===== src/rtl/dvfs_pkg.sv =====
// Shared encodings, defaults and VID mapping for the DVFS governor.
package dvfs_pkg;

  localparam logic [1:0] ST_IDLE      = 2'd0;
  localparam logic [1:0] ST_V_UP_WAIT = 2'd1;
  localparam logic [1:0] ST_F_DN_WAIT = 2'd2;

  localparam int DVFS_DEF_PS_W          = 2;
  localparam int DVFS_DEF_LOAD_W        = 4;
  localparam int DVFS_DEF_VID_W         = 3;
  localparam int DVFS_DEF_VID_MIN       = 2;
  localparam int DVFS_DEF_SETTLE_CYCLES = 16;
  localparam int DVFS_DEF_HOLD_CYCLES   = 8;

  // Regulator code for a performance state: one VID step per state above VID_MIN.
  function automatic int vid_of(input int vid_min, input int ps);
    return vid_min + ps;
  endfunction

endpackage


===== src/rtl/dvfs_hyst_filter.sv =====
// Registers the workload target; with DVFS_HYST_EN defined it also gates
// eligibility until the target has been stable for HOLD_CYCLES edges.
module dvfs_hyst_filter
  import dvfs_pkg::*;
#(
  parameter int PS_W        = DVFS_DEF_PS_W,
  parameter int HOLD_CYCLES = DVFS_DEF_HOLD_CYCLES
) (
  input  logic            clk,
  input  logic            srst_i,
  input  logic [PS_W-1:0] target_i,
  output logic [PS_W-1:0] target_o,
  output logic            eligible_o
);

  if (HOLD_CYCLES < 1) begin : g_bad_hold
    $error("HOLD_CYCLES must be >= 1");
  end

  logic [PS_W-1:0] target_q;

  always_ff @(posedge clk) begin
    if (srst_i) begin
      target_q <= '0;
    end else begin
      target_q <= target_i;
    end
  end

  assign target_o = target_q;

`ifdef DVFS_HYST_EN
  localparam int HOLD_W = $clog2(HOLD_CYCLES + 1);

  logic [HOLD_W-1:0] hold_q, hold_d;

  // Any change of the registered target restarts the stability window.
  always_comb begin
    hold_d = hold_q;
    if (target_i != target_q) begin
      hold_d = '0;
    end else if (hold_q != HOLD_W'(HOLD_CYCLES)) begin
      hold_d = hold_q + HOLD_W'(1);
    end
  end

  always_ff @(posedge clk) begin
    if (srst_i) begin
      hold_q <= '0;
    end else begin
      hold_q <= hold_d;
    end
  end

  assign eligible_o = (hold_q == HOLD_W'(HOLD_CYCLES));
`else
  assign eligible_o = 1'b1;
`endif

endmodule


===== src/rtl/dvfs_governor.sv =====
// DVFS governor: single-step state changes, voltage-first up, frequency-first down.
// Optional workload hysteresis is enabled by defining DVFS_HYST_EN.
module dvfs_governor
  import dvfs_pkg::*;
#(
  parameter int PS_W          = DVFS_DEF_PS_W,
  parameter int LOAD_W        = DVFS_DEF_LOAD_W,
  parameter int VID_W         = DVFS_DEF_VID_W,
  parameter int VID_MIN       = DVFS_DEF_VID_MIN,
  parameter int SETTLE_CYCLES = DVFS_DEF_SETTLE_CYCLES,
  parameter int HOLD_CYCLES   = DVFS_DEF_HOLD_CYCLES
) (
  input  logic                       clk,
  input  logic                       btnC,
  input  logic [LOAD_W-1:0]          sw,
  output logic [PS_W-1:0]            performance_state,
  output logic [VID_W-1:0]           voltage,
  output logic [PS_W-1:0]            div_sel,
  output logic [(2**PS_W)-1:0]       led,
  output logic                       busy,
  output logic                       step_done
);

  localparam int NUM_STATES = 2 ** PS_W;
  localparam int CNT_W      = (SETTLE_CYCLES > 1) ? $clog2(SETTLE_CYCLES) : 1;
  localparam logic [CNT_W-1:0] CNT_RELOAD = CNT_W'(SETTLE_CYCLES - 1);

  if (LOAD_W < PS_W) begin : g_bad_load_w
    $error("LOAD_W must be >= PS_W");
  end
  if (SETTLE_CYCLES < 1) begin : g_bad_settle
    $error("SETTLE_CYCLES must be >= 1");
  end
  if (VID_MIN + NUM_STATES - 1 >= 2 ** VID_W) begin : g_bad_vid
    $error("VID_MIN + NUM_STATES - 1 must fit in VID_W bits");
  end

  logic [PS_W-1:0] sw_target;
  logic [PS_W-1:0] target;
  logic            eligible;

  assign sw_target = sw[LOAD_W-1 -: PS_W];

  dvfs_hyst_filter #(
    .PS_W        (PS_W),
    .HOLD_CYCLES (HOLD_CYCLES)
  ) u_hyst (
    .clk        (clk),
    .srst_i     (btnC),
    .target_i   (sw_target),
    .target_o   (target),
    .eligible_o (eligible)
  );

  logic [1:0]       fsm_q, fsm_d;
  logic [PS_W-1:0]  ps_q, ps_d;
  logic [VID_W-1:0] vid_q, vid_d;
  logic [CNT_W-1:0] cnt_q, cnt_d;
  logic             busy_q, busy_d;
  logic             done_q, done_d;

  always_comb begin
    fsm_d  = fsm_q;
    ps_d   = ps_q;
    vid_d  = vid_q;
    cnt_d  = cnt_q;
    busy_d = busy_q;
    done_d = 1'b0;
    case (fsm_q)
      ST_IDLE: begin
        if (eligible && (target > ps_q)) begin
          vid_d  = VID_W'(vid_of(VID_MIN, int'(ps_q) + 1));
          cnt_d  = CNT_RELOAD;
          busy_d = 1'b1;
          fsm_d  = ST_V_UP_WAIT;
        end else if (eligible && (target < ps_q)) begin
          ps_d   = ps_q - PS_W'(1);
          cnt_d  = CNT_RELOAD;
          busy_d = 1'b1;
          fsm_d  = ST_F_DN_WAIT;
        end
      end
      ST_V_UP_WAIT: begin
        if (cnt_q != '0) begin
          cnt_d = cnt_q - CNT_W'(1);
        end else begin
          ps_d   = ps_q + PS_W'(1);
          done_d = 1'b1;
          busy_d = 1'b0;
          fsm_d  = ST_IDLE;
        end
      end
      ST_F_DN_WAIT: begin
        if (cnt_q != '0) begin
          cnt_d = cnt_q - CNT_W'(1);
        end else begin
          // Regulator drops only after the slower clock has settled.
          vid_d  = VID_W'(vid_of(VID_MIN, int'(ps_q)));
          done_d = 1'b1;
          busy_d = 1'b0;
          fsm_d  = ST_IDLE;
        end
      end
      default: begin
        fsm_d  = ST_IDLE;
        busy_d = 1'b0;
      end
    endcase
  end

  always_ff @(posedge clk) begin
    if (btnC) begin
      fsm_q  <= ST_IDLE;
      ps_q   <= '0;
      vid_q  <= VID_W'(VID_MIN);
      cnt_q  <= '0;
      busy_q <= 1'b0;
      done_q <= 1'b0;
    end else begin
      fsm_q  <= fsm_d;
      ps_q   <= ps_d;
      vid_q  <= vid_d;
      cnt_q  <= cnt_d;
      busy_q <= busy_d;
      done_q <= done_d;
    end
  end

  assign performance_state = ps_q;
  assign voltage           = vid_q;
  assign div_sel           = PS_W'(NUM_STATES - 1) - ps_q;
  assign busy              = busy_q;
  assign step_done         = done_q;

  for (genvar gi = 0; gi < NUM_STATES; gi++) begin : g_led
    assign led[gi] = (ps_q == PS_W'(gi));
  end

endmodule

===== config.mk =====
export PLATFORM = sky130hd
export DESIGN_NAME = dvfs_governor
export DESIGN_NICKNAME = d
export VERILOG_FILES = /design/src/rtl/dvfs_pkg.sv /design/src/rtl/dvfs_hyst_filter.sv /design/src/rtl/dvfs_governor.sv
export SDC_FILE = /design/constraint.sdc
export NUM_CORES = 1
export LEC_CHECK = 0
export CORE_MARGIN = 2
export CORE_UTILIZATION = 53
export DETAILED_ROUTE_END_ITERATION = 10
export PLACE_DENSITY = 0.82
export SETUP_SLACK_MARGIN = 0.3
export SLEW_MARGIN = 20
export SYNTH_ARGS = -nofsm -noshare
export SYNTH_HDL_FRONTEND = slang
export SYNTH_HIERARCHICAL = 1
export SYNTH_SLANG_ARGS = --single-unit

===== constraint.sdc =====
create_clock -name clk -period 4.09 [get_ports clk]
set_clock_uncertainty 0.15 [all_clocks]
set_input_delay 1.0225 -clock clk [delete_from_list [all_inputs] [get_ports clk]]
set_output_delay 1.0225 -clock clk [all_outputs]
set_load 0.02 [all_outputs]

Word level (Yosys, flattened, before mapping). Cells that the tools add are included.

Word-level logic and storage cells: 62. Flip-flop bits (word level): 15. Input bits: 6.

Order comparisons: 2. Mux-type cells: 20. Eq/ne operators: 13. Add/sub/neg operators: 7. Reductions and logical operators: 12. Bitwise gates (word level): 1.

Operators with widths (count): $mux 2 (6); $mux 4 (3); $ne 2x2->1 const B (6); $pmux 2 s2 (2); $pmux 4 s2 (1); $eq 2x2->1 const B (3); $mux 3 (2); $pmux 3 s2 (1); $reduce_and 3->1 (2); $reduce_bool 2->1 (3); $eq 2x1->1 const B (2); $logic_not 2->1 (2); $mux 1 (4); $reduce_and 4->1 (1); $reduce_bool 4->1 (1); $reduce_or 2->1 (2); $sub 4x1->4 const B (1); $add 2x1->3 const B (1); $add 2x2->3 const A (1); $add 2x3->3 const A (1); $ne 3x3->1 const B (1); $add 2x1->2 const B (1); $gt 2x2->1 (1); $lt 2x2->1 (1); 6 further kinds (6).

Longest topological paths before layout.
Word-level depth: 4. Depth in mapped cells: 6. Depth with buffers taken out: 6.

Hierarchy. Netlist, hierarchy kept.

By module, submodules not included: dvfs_governor (area an instance 845.8 µm², cells an instance 95, instances 1, sequential area each 260.2 µm²); dvfs_hyst_filter (area an instance 63.8 µm², cells an instance 6, instances 1, sequential area each 40.0 µm²).

Worst setup path before layout. No wires, ideal clock.

Path kind: register to output. Start point: register ps_q[0], in the netlist performance_state[0]. End point: output led[0]. Cell stages (with the launch flop): 3. Slack: 1819 ps. Data required time: 2918 ps. Data arrival time: 1098 ps. Cell sequence: dfxtp_1 inv_1 ha_1.

Word-level cells in the longest chain between the ends: 1.

RTL lines: start: declaration (line dvfs_governor.sv:56) `logic [PS_W-1:0] ps_q, ps_d;`; start signal: assignment (line dvfs_governor.sv:121) `ps_q <= ps_d;`; $logic_not 2->1 (line dvfs_governor.sv:136) `assign led[gi] = (ps_q == PS_W'(gi));`; end: declaration (line dvfs_governor.sv:19) `output logic [(2**PS_W)-1:0] led,`.

No other way between the ends.

Worst setup path in the final report.
Start point: register ps_q[0], in the netlist performance_state[0]. End point: output led[2].

Word-level cells in the longest chain between the ends: 1.

RTL lines (line): $eq 2x2->1 (dvfs_governor.sv:136).

No other way between the ends.

==> results_dict.tcl <==
set metrics [dict create \
    cts_tree "built" \
    synth_largest_area_cell "dfxtp_1" \
    synth_top_family_by_area "compound AO/OA/AOI/OAI gates" \
    min_period_ns 2.85 \
    max_freq_mhz 351 \
    synth_warnings 6 \
    synth_seq_area_share 0.330 \
    p_leak_nw 0.476 \
    holdCritStartpoint "voltage[0]$_SDFFE_PP0P_" \
    clk_latency_ns 0.29 \
    synth_area_leaders "dfxtp_1, ha_1, mux2i_1" \
    root_buffer "clkbuf_4" \
    max-clock-path-buffers 2 \
    hold_class "flip-flop to flip-flop" \
    die_area_mm2 0.00206 \
    fin_crit_sh 0.696 \
    nFillCells 124 \
    synthAdderAreaFrac 0.151 \
    power.total_mw 0.772 \
    cts.sinks 15 \
    r2r-end "cnt_q[3]$_SDFFE_PP0P_" \
    synth_area_per_cell_um2 9.01 \
    holdBufCountCts 0 \
    coreArea_mm2 0.00156 \
    crit_fanout 8 \
    grt_pass1_vias 688 \
    avgViaCountPerCell 5.67 \
    rows 14 \
    finalMaxSlewViolations 0 \
    drc_errors 0 \
    postSynthCellCount 101 \
    antenna_found_initial 0 \
    area_growth_pct 21.0 \
    synth-compound-area-share 0.195 \
    portBuffers 16 \
    min_path_cells 2 \
    place_ws_ns 1.29 \
    nets 136 \
    multi_input_area_um2 556 \
    synth_mux_area_frac 0.0784 \
    reg2reg_slack_ns 1.91 \
    worstRegToRegCells 6 \
    gp_congestion 0.844 \
    power_density_mw_per_mm2 701 \
    dp_hpwl_mm 1.30 \
    drv_cap 0 \
    postCtsSetupRepairBufs 0 \
    vias 760 \
    cp.required_ns 2.92 \
    start_util 0.583 \
    synth_seq_cells 15 \
    critPathLaunch "performance_state[0]$_SDFFE_PP0P_" \
    die_w_um 45.4 \
    ys_types 39 \
    hold_viol_final 0 \
    setup_ws_ns 1.24 \
    worstSetupEndpointType "output pin" \
    timing.hold.ws_ns 0.316 \
    synth_area_um2 910 \
    drt_iter0_markers 19 \
    grt_max_degree 14 \
    synth-xor-area-share 0.0193 \
    ios 19 \
    yosys.area_share.simple 0.162 \
    setup_viol 0 \
    status "finished clean" \
    regArea_um2 300 \
    grt_pass1_wl_mm 3.04 \
    drt_first_pass_iters 4 \
    crit_arrival_ns 1.67 \
    hold_end "voltage[0]$_SDFFE_PP0P_" \
    rsz0062_at_grt "no" \
    h-tree-depth 1 \
    path_clk_slew_ns 0.10 \
    final_layout_size_suffix_gt1_frac 0.0678 \
    tns_ns 0 \
    final_cell_area_mm2 0.00110 \
    worst_setup_path_start_kind "flip-flop" \
    synth_nets 118 \
    die_y_um 45.4 \
    dpl_cell_area_mm2 0.00107 \
    numCtsBuffers 3 \
    critical_path_class "flip-flop to output pin" \
    reg2reg_from "performance_state[1]$_SDFFE_PP0P_" \
    ir_drop_uv 466 \
    totalWireLength_mm 1.73 \
    grt_use_total 0.208 \
    diodes 0 \
    yosys.area.top_type_share 0.330 \
    gr-total-overflow 0 \
    drt-wirelength-per-cell_um 12.9 \
    ant_nets 0 \
    cts_resized 0 \
]
## state kept, by name, summed over array words and instances, names as in the netlist
register	flops
fsm_q	2
step_done	1
busy	1
u_hyst/target_o	2
performance_state	2
cnt_q	4
voltage	3
## area by class of cell
class	count	share of cell area
flip-flops and latches	15	0.273
inverters	10	0.0341
repair buffers	16	0.145
well taps	16	0.0182
clock inverters	1	0.00455
multi-input cells	73	0.505
clock buffers	3	0.0205
## worst max-delay path, cell delays in order (launching register included)
cell and delay (ns):
dfxtp_1 0.50, inv_1 0.14, ha_1 0.21, clkdlybuf4s50_1 0.53
## per-layer routing
layer,wire [um],GRT usage,vias up
li1,-,-,387
met1,827,0.254,358
met2,822,0.338,13
met3,55,0.0595,2
met4,19,0.0882,0
met5,0,0,-
## placed cells by master (no fill, tap or decap), types with 2 or more instances in the layout
master,count
ha_1,11
o211ai_1,3
a211oi_1,3
o31a_1,2
nand2_1,12
inv_1,9
a21oi_1,5
clkdlybuf4s50_1,16
clkbuf_4,3
nor2_1,2
nand2b_1,2
mux2i_1,6
dfxtp_1,15
nor2b_1,4
## worst max path at each step
| stage | end | slack [ns] | cells after the start |
|---|---|---|---|
| detailed placement | fsm_q[0]$_SDFFE_PP0P_ | 1.29 | 5 |
| global placement | fsm_q[0]$_SDFFE_PP0P_ | 1.32 | 5 |
| floorplan | led[0] | 1.82 | 2 |
| CTS | led[2] | 1.23 | 3 |
| finish | led[2] | 1.24 | 3 |
| global route | led[0] | 1.13 | 3 |
## through the flow
stage / utilization / cells
3_3_place_gp: 0.689 / 130
4_1_cts: 0.706 / 134
2_1_floorplan: - / 101
6_report: 0.706 / 134
3_5_place_dp: 0.689 / 130
5_1_grt: 0.706 / 134
## report_power, final
group / total [mW] / switching, mW / internal [mW] / leakage [nW]
clock: 0.0890 / 0.0527 / 0.0363 / 0.0177
combinational: 0.453 / 0.244 / 0.209 / 0.334
sequential: 0.230 / 0.0380 / 0.192 / 0.124
## cells by family (layout without fill, tap and decap cells)
group | count (synthesis) | after routing
adder cells (fa/ha/maj) | 11 | 11
other | 1 | 1
AND/OR/NAND/NOR | 28 | 28
flip-flops | 15 | 15
multiplexers | 7 | 7
AO/OA/AOI/OAI | 24 | 24
buffers and inverters | 13 | 30
XOR/XNOR | 2 | 2
## Yosys cell counts
master     instances
a211oi_1           3
xnor2_1            1
and3_1             1
xor2_1             1
or3b_1             1
inv_2              1
nand2_1           12
a21o_1             1
and3_2             1
buf_4              1
ha_1              11
o41ai_1            1
nor2b_1            4
or4_1              1
mux2i_1            6
o221a_1            1
o21ai_1            1
mux2_1             1
a21oi_2            1
clkbuf_1           1
and2_1             1
conb_1             1
nor3b_1            1
buf_2              1
o31a_1             2
o211ai_1           3
o21ai_0            1
a2111oi_0          1
a21oi_1            5
nor3_1             1
inv_1              9
and2_4             1
nor2_1             2
nand2b_1           2
a2111o_1           1
a2111oi_1          1
a31oi_1            1
o31ai_1            1
dfxtp_1           15
No activity file was read; power rests on OpenSTA's default activity.
